<file path="src/rtl/sha256_id_issue.sv">
// sha256_id_issue: issues sequential hash request IDs,
// tracks in-flight IDs and flags out-of-order retirement.
module sha256_id_issue #(
  parameter int ID_W            = 6,
  parameter int MAX_OUTSTANDING = 16
) (
  input  logic            clk,
  input  logic            sync_rst,
  input  logic            en,
  output logic [ID_W-1:0] id_out,
  output logic            id_out_last,
  output logic            id_out_valid,
  input  logic            id_out_ready,
  input  logic [ID_W-1:0] id_ret,
  input  logic            id_ret_valid,
  output logic            id_ret_ready,
  output logic [ID_W:0]   outstanding,
  output logic            err
);

  localparam logic [ID_W:0] MAX_C =
    (ID_W+1)'(MAX_OUTSTANDING);
  localparam logic [ID_W:0] ONE_C =
    (ID_W+1)'(1);

  logic [ID_W-1:0] next_id;
  logic [ID_W-1:0] exp_ret;
  logic            issue_hs;
  logic            ret_hs;
  logic            load;
  logic            valid_nxt;
  logic [ID_W:0]   out_nxt;

  assign id_ret_ready = (outstanding != '0);

  // Handshakes, next in-flight count and issue-slot reload decision.
  always_comb begin
    issue_hs = id_out_valid && id_out_ready;
    ret_hs   = id_ret_valid && id_ret_ready;
    out_nxt  = outstanding;
    if (issue_hs && !ret_hs)
      out_nxt = outstanding + ONE_C;
    else if (!issue_hs && ret_hs)
      out_nxt = outstanding - ONE_C;
    load      = !id_out_valid || issue_hs;
    valid_nxt = en && (out_nxt < MAX_C);
  end

  // Issue slot: holds a presented ID until accepted, then reloads.
  always_ff @(posedge clk) begin
    if (sync_rst) begin
      id_out       <= '0;
      id_out_last  <= 1'b0;
      id_out_valid <= 1'b0;
      next_id      <= '0;
    end else if (load) begin
      id_out_valid <= valid_nxt;
      if (valid_nxt) begin
        id_out      <= next_id;
        id_out_last <= &next_id;
        next_id     <= next_id + ID_W'(1);
      end
    end
  end

  // In-flight counter over accepted issues and retirements.
  always_ff @(posedge clk) begin
    if (sync_rst)
      outstanding <= '0;
    else
      outstanding <= out_nxt;
  end

  // Retire-order check; err is sticky until reset.
  always_ff @(posedge clk) begin
    if (sync_rst) begin
      exp_ret <= '0;
      err     <= 1'b0;
    end else if (ret_hs) begin
      exp_ret <= exp_ret + ID_W'(1);
      if (id_ret != exp_ret)
        err <= 1'b1;
    end
  end

endmodule

</file>
<file path="config.mk">
export PLATFORM = sky130hd
export DESIGN_NAME = sha256_id_issue
export DESIGN_NICKNAME = d
export VERILOG_FILES = /design/src/rtl/sha256_id_issue.sv
export SDC_FILE = /design/constraint.sdc
export NUM_CORES = 1
export LEC_CHECK = 0
export ABC_AREA = 1
export CORE_UTILIZATION = 35
export DETAILED_ROUTE_END_ITERATION = 16
export PLACE_DENSITY = 0.58
export SYNTH_ARGS = -nofsm -noshare
export SYNTH_HDL_FRONTEND = slang
export SYNTH_SLANG_ARGS = --single-unit
</file>
<file path="constraint.sdc">
create_clock -name clk -period 2.54 [get_ports clk]
set_clock_uncertainty 0.1 [all_clocks]
set_input_delay 0.508 -clock clk [delete_from_list [all_inputs] [get_ports clk]]
set_output_delay 0.508 -clock clk [all_outputs]
set_load 0.01 [all_outputs]
</file>
# Word level (Yosys, flattened, before mapping)
# Cells that the tools add are included.
# classes
addsub	4
order_cmp	1
eq_ne	1
muxes	2
reduce_logical	13
# ops
op	count
$mux 7	2
$add 6x1->6 const B	2
$add 7x1->7 const B	1
$lt 7x5->1 const B	1
$reduce_bool 7->1	1
$sub 7x1->7 const B	1
$ne 6x6->1	1
$reduce_and 6->1	1
$logic_and 1x1->1	5
$reduce_and 2->1	2
$logic_not 1->1	3
$logic_or 1x1->1	1
# totals
ff_bits	28
inputBits	11
out_inout_bits	17

# Depth between registers and ports, before layout
# Gate-level depths: netlist (run 1).
# depth
word_depth	8
ltp_mapped	17
ltp_nobuf	16

# Worst setup path after synthesis (run 1)
# No wires, ideal clock.
# synth_timing
path_type	register to register
from	reg outstanding[0]
to	reg id_out[5]
arrival_time_ns	2.296
required_ns	2.306
slack_ns	0.010
stages_incl_launch_ff	17
period_less_slack_ns	2.530
path_cell_list	dfxtp_1 > inv_2 > ha_1 > nand4_1 > nand2_1 > inv_1 > ha_1 > nand2_1 > nor2_2 > nand2_1 > nand2_1 > nand2_1 > a21boi_4 > nand3_2 > buf_6 > nand2_1 > a21oi_1
# synth_via
elab_chain_cells	8
elab_cells_between_ends	12
# synth_lines
element	line_no	rtl
start: declaration	17	output logic [ID_W:0] outstanding,
start signal: assignment	71	outstanding <= out_nxt;
$reduce_bool 7->1 *	34	assign id_ret_ready = (outstanding != '0);
net id_ret_ready	16	output logic id_ret_ready,
$logic_and 1x1->1 *	39	ret_hs = id_ret_valid && id_ret_ready;
net ret_hs	29	logic ret_hs;
$logic_and 1x1->1 or $logic_not 1->1 (tied branches)	43, 41	
$mux 7 or $logic_and 1x1->1 (tied branches)	43, 41	
$mux 7 *	41	if (issue_hs && !ret_hs)
$lt 7x5->1 *	46	valid_nxt = en && (out_nxt < MAX_C);
$logic_and 1x1->1 *	46	
$reduce_and 2->1 (no source line) *	--	
end signal: assignment	59	id_out <= next_id;
end: declaration	10	output logic [ID_W-1:0] id_out,
# The timed path passes the listed nets; every way through them passes the cells marked *.
# A chain may end at the register's enable or synchronous reset.

# Worst setup path in the final report (run 1)
# layout_timing
from	reg outstanding[0]
to	reg id_out[2]
# layout_via
elab_chain_cells	8
elab_cells_between_ends	12
# layout_lines
element	line_no
$reduce_bool 7->1 *	34
$logic_and 1x1->1 *	39
net ret_hs	29
$logic_and 1x1->1 or $logic_not 1->1 (tied branches)	43, 41
$mux 7 or $logic_and 1x1->1 (tied branches)	43, 41
$mux 7 *	41
$lt 7x5->1 *	46
$logic_and 1x1->1 *	46
$reduce_and 2->1 (no source line) *	--
# Marked as above.

==> results of run 1 <==
synth_stat cells (all sizes together):
cell / count / area (sq um)
a21boi: 1 / 18.8
a21oi: 28 / 144
a31oi: 1 / 6.26
and3: 1 / 6.26
buf: 3 / 33.8
clkbuf: 3 / 11.3
dfxtp: 28 / 561
ha: 7 / 87.6
inv: 30 / 113
nand2: 43 / 171
nand3: 11 / 70.1
nand3b: 1 / 11.3
nand4: 14 / 87.6
nor2: 23 / 98.8
nor3: 3 / 15.0
nor3b: 2 / 15.0
nor4: 2 / 12.5
o211ai: 1 / 7.51
o21ai: 8 / 40.0
o22ai: 1 / 6.26
xor2: 7 / 61.3
kinds of logic after synthesis:
family,count (synthesis)
and+or+nand+nor,100
AOI/OAI and AO/OA,40
adders and majority gates,7
DFF,28
buffers and inverters,36
xor gates and xnor gates,7
layout by cell type (no fill, tap or decap):
| master | netlist | layout |
|---|---|---|
| a21oi_1 | 27 | 27 |
| nor3b_1 | 2 | 2 |
| clkbuf_8 | 0 | 3 |
| ha_1 | 7 | 5 |
| nand3_1 | 8 | 7 |
| a21oi_2 | 1 | 1 |
| dfxtp_2 | 0 | 2 |
| nand4_1 | 14 | 14 |
| nand3b_2 | 1 | 1 |
| nor2_1 | 20 | 20 |
| o211ai_1 | 1 | 1 |
| and3_1 | 1 | 1 |
| o21ai_0 | 8 | 8 |
| nor4_1 | 2 | 2 |
| nand2_1 | 39 | 38 |
| o22ai_1 | 1 | 1 |
| clkdlybuf4s50_1 | 0 | 27 |
| a31oi_1 | 1 | 1 |
| nor3_1 | 3 | 3 |
| inv_1 | 26 | 24 |
| a21boi_4 | 1 | 1 |
| buf_4 | 0 | 16 |
| buf_6 | 3 | 2 |
| nor2_4 | 1 | 1 |
| buf_2 | 0 | 1 |
| xor2_1 | 7 | 7 |
| inv_2 | 4 | 6 |
| buf_12 | 0 | 1 |
| dfxtp_1 | 28 | 26 |
| nor2_2 | 2 | 2 |
| ha_2 | 0 | 2 |
| nand2_2 | 4 | 5 |
| nand3_2 | 3 | 4 |
power by group:
group | total, mW | switching [mW] | internal, mW
logic | 1.43 | 0.754 | 0.673
clock network | 0.236 | 0.130 | 0.106
registers | 0.588 | 0.0641 | 0.524
total | 2.25 | 0.948 | 1.30
what timing repair did:
action                     in CTS  in global routing
setup buffers                   0                  3
setup endpoints to repair       0                 14
gates resized for setup         0                 10
worst max-delay path, stage by stage, from the launching register on:
cell and delay, ps:
dfxtp_2 340, inv_2 50, ha_1 190, nand4_1 120
nand2_2 100, inv_2 70, ha_2 190, nand2_1 70
nor2_2 170, nand2_1 90, nand2_1 70, nand2_1 90
a21boi_4 210, buf_2 200, nand4_1 110, a21oi_1 140
state kept, by name, summed over array words and instances, names as in the netlist:
name,cells
next_id,6
id_out,6
exp_ret,6
id_out_last,1
id_out_valid,1
err,1
outstanding,7
worst paths after layout:
kind	endpoint	from	slack, ps	depth (start not counted)
worst max-delay path	id_out[2]	outstanding[0]	170	15
worst min-delay path	id_out[4]	id_out[4]	370	2
worst max register to register	id_out[2]	outstanding[0]	170	15
worst min register to register	id_out[4]	id_out[4]	370	2
stage by stage:
step | instances | util [%] | hold WS (ps) | total power, mW | area [sq um]
floorplan | 218 | - | 366 | 1.44 | 1580
global placement | 307 | 45.9 | 351 | 1.92 | 2000
detailed placement | 307 | 45.9 | 354 | 1.92 | 2000
CTS | 310 | 46.9 | 369 | 2.17 | 2040
global route | 314 | 48.0 | 382 | 2.45 | 2090
finish | 314 | 48.0 | 365 | 2.25 | 2090
layer usage:
metal / track usage (%) / routed length, microns / up-vias
li1: - / - / 814
met5: 0 / 0 / -
met4: 4.08 / 17 / 0
met2: 24.8 / 1630 / 15
met1: 19.4 / 1720 / 679
met3: 2.49 / 80 / 2
layout make-up:
class | instances | area, sq um
repair buffers | 47 | 438
fillers | 459 | 2260
well taps | 52 | 65.1
multi-input cells | 154 | 872
flip-flops and latches | 28 | 563
inverters | 30 | 113
clock buffers | 3 | 41.3
==> metrics.md, run 1 <==
| Metric | Value |
|---|---|
| Worst EP arrival | `2470 ps` |
| Drt pass-1 iters | `4` |
| Syn. warnings | `0` |
| Total number of vias | `1,510` |
| Compound-cell area share of the yosys netlist | `14.1%` |
| Nets | `282` |
| Simple-gate share of the synthesized area | `30.9%` |
| Worst setup margin | `171 ps` |
| Clk sinks | `28` |
| Final GP Congestion | `0.814` |
| Synth Register Bits | `28` |
| Root buf cell | `clkbuf_8` |
| Overall Global Routing Usage | `14.8%` |
| Critical path launch point type | `flip-flop` |
| Critical Path Fanout Max | `6` |
| Net Count, Synth | `236` |
| Largest family of logic cells by synthesized area | `simple AND/OR/NAND/NOR gates` |
| CTS Buf Count | `3` |
| Drt total wl | `3450 microns` |
| Setup WS pre-CTS | `-104 ps` |
| Syn Std Cell Area | `1580 sq um` |
| Placement Rows | `24` |
| Remaining antenna violation count after routing | `0` |
| Min Tclk post-route | `2370 ps` |
| Initial core utilization | `36.2%` |
| Final Cycle Share | `93.3%` |
| Diodes inserted | `0` |
| FMAX | `0.422 GHz` |
| Vias per Instance | `4.81` |
| Post-detailed-route wirelength per cell | `11.0 microns` |
| Die Height | `69.1 microns` |
| Clk slew on worst S/H paths | `90 ps` |
| Io pins | `28` |
| Post-DP HPWL | `2530 microns` |
| Setup CP Type | `flip-flop to flip-flop` |
| Die Wd | `69.1 microns` |
| H-Tree Depth | `1` |
| Worst EP required | `2640 ps` |
| GR Overflow Total | `0` |
| Leak | `0.887 nW` |
| Clk buf depth | `2` |
| Slew @ Worst Pin | `315 ps` |
| Fraction of synthesized area in multiplexers | `0%` |
| Synth Area in XOR/XNOR | `3.89%` |
| Vias in the first global route | `1,430` |
| Post-synthesis sequential area ratio | `35.5%` |
| Layout cells sized above 1 | `18.3%` |
| Final Hold Viols | `0` |
| Setup Viol. Count Final | `0` |
| Core footprint | `4350 sq um` |
| Max-cap violations | `0` |
| Status | `finished, final reports clean` |
| Number of I/O port buffers | `27` |
| Cts hold-fix bufs | `0` |
| Synth unique cells | `27` |
| Syn_area_per_cell | `7.24 sq um` |
| Largest net degree at the start of global routing | `24` |
| Slew HR | `78.8%` |
| CTS tree | `yes` |
| Die area | `4780 sq um` |
| Total negative slack | `0 ps` |
| Worst Hold Class | `flip-flop to flip-flop` |
| Initial antenna violation count | `0` |
| Power Dens Cells | `1080 nW/um^2` |
| Post-synthesis adder-cell area fraction | `5.55%` |
| Post-Syn Instances | `218` |
| Layout area overhead | `32.6%` |
| DRC | `0` |
| Clock latency on the worst-skew pair | `270 ps` |
| Pins over their slew limit | `0` |
| Peak VDD IR | `0.327 mV` |
| Starting DRT DRC Count | `88` |
| CP endpoint kind | `flip-flop` |
| Global-route wire length before repair | `5980 microns` |
No activity file was read; power rests on OpenSTA's default activity.
==> run 2, diff against run 1 <==
--- a/config.mk
+++ b/config.mk
@@ -9,6 +9,8 @@
 export CORE_UTILIZATION = 35
 export DETAILED_ROUTE_END_ITERATION = 16
 export PLACE_DENSITY = 0.58
+export SKIP_LAST_GASP = 1
+export SLEW_MARGIN = 20
 export SYNTH_ARGS = -nofsm -noshare
 export SYNTH_HDL_FRONTEND = slang
 export SYNTH_SLANG_ARGS = --single-unit
==> results of run 2 <==
Final layout, timing and power as in run 1 (identical DEF).
==> run 3, diff against run 2 <==
--- a/config.mk
+++ b/config.mk
@@ -7,6 +7,7 @@
 export LEC_CHECK = 0
 export ABC_AREA = 1
 export CORE_UTILIZATION = 35
+export CTS_BUF_LIST = sky130_fd_sc_hd__clkbuf_8
 export DETAILED_ROUTE_END_ITERATION = 16
 export PLACE_DENSITY = 0.58
 export SKIP_LAST_GASP = 1
==> results of run 3 <==
Final layout, timing and power as in run 1 (identical DEF).
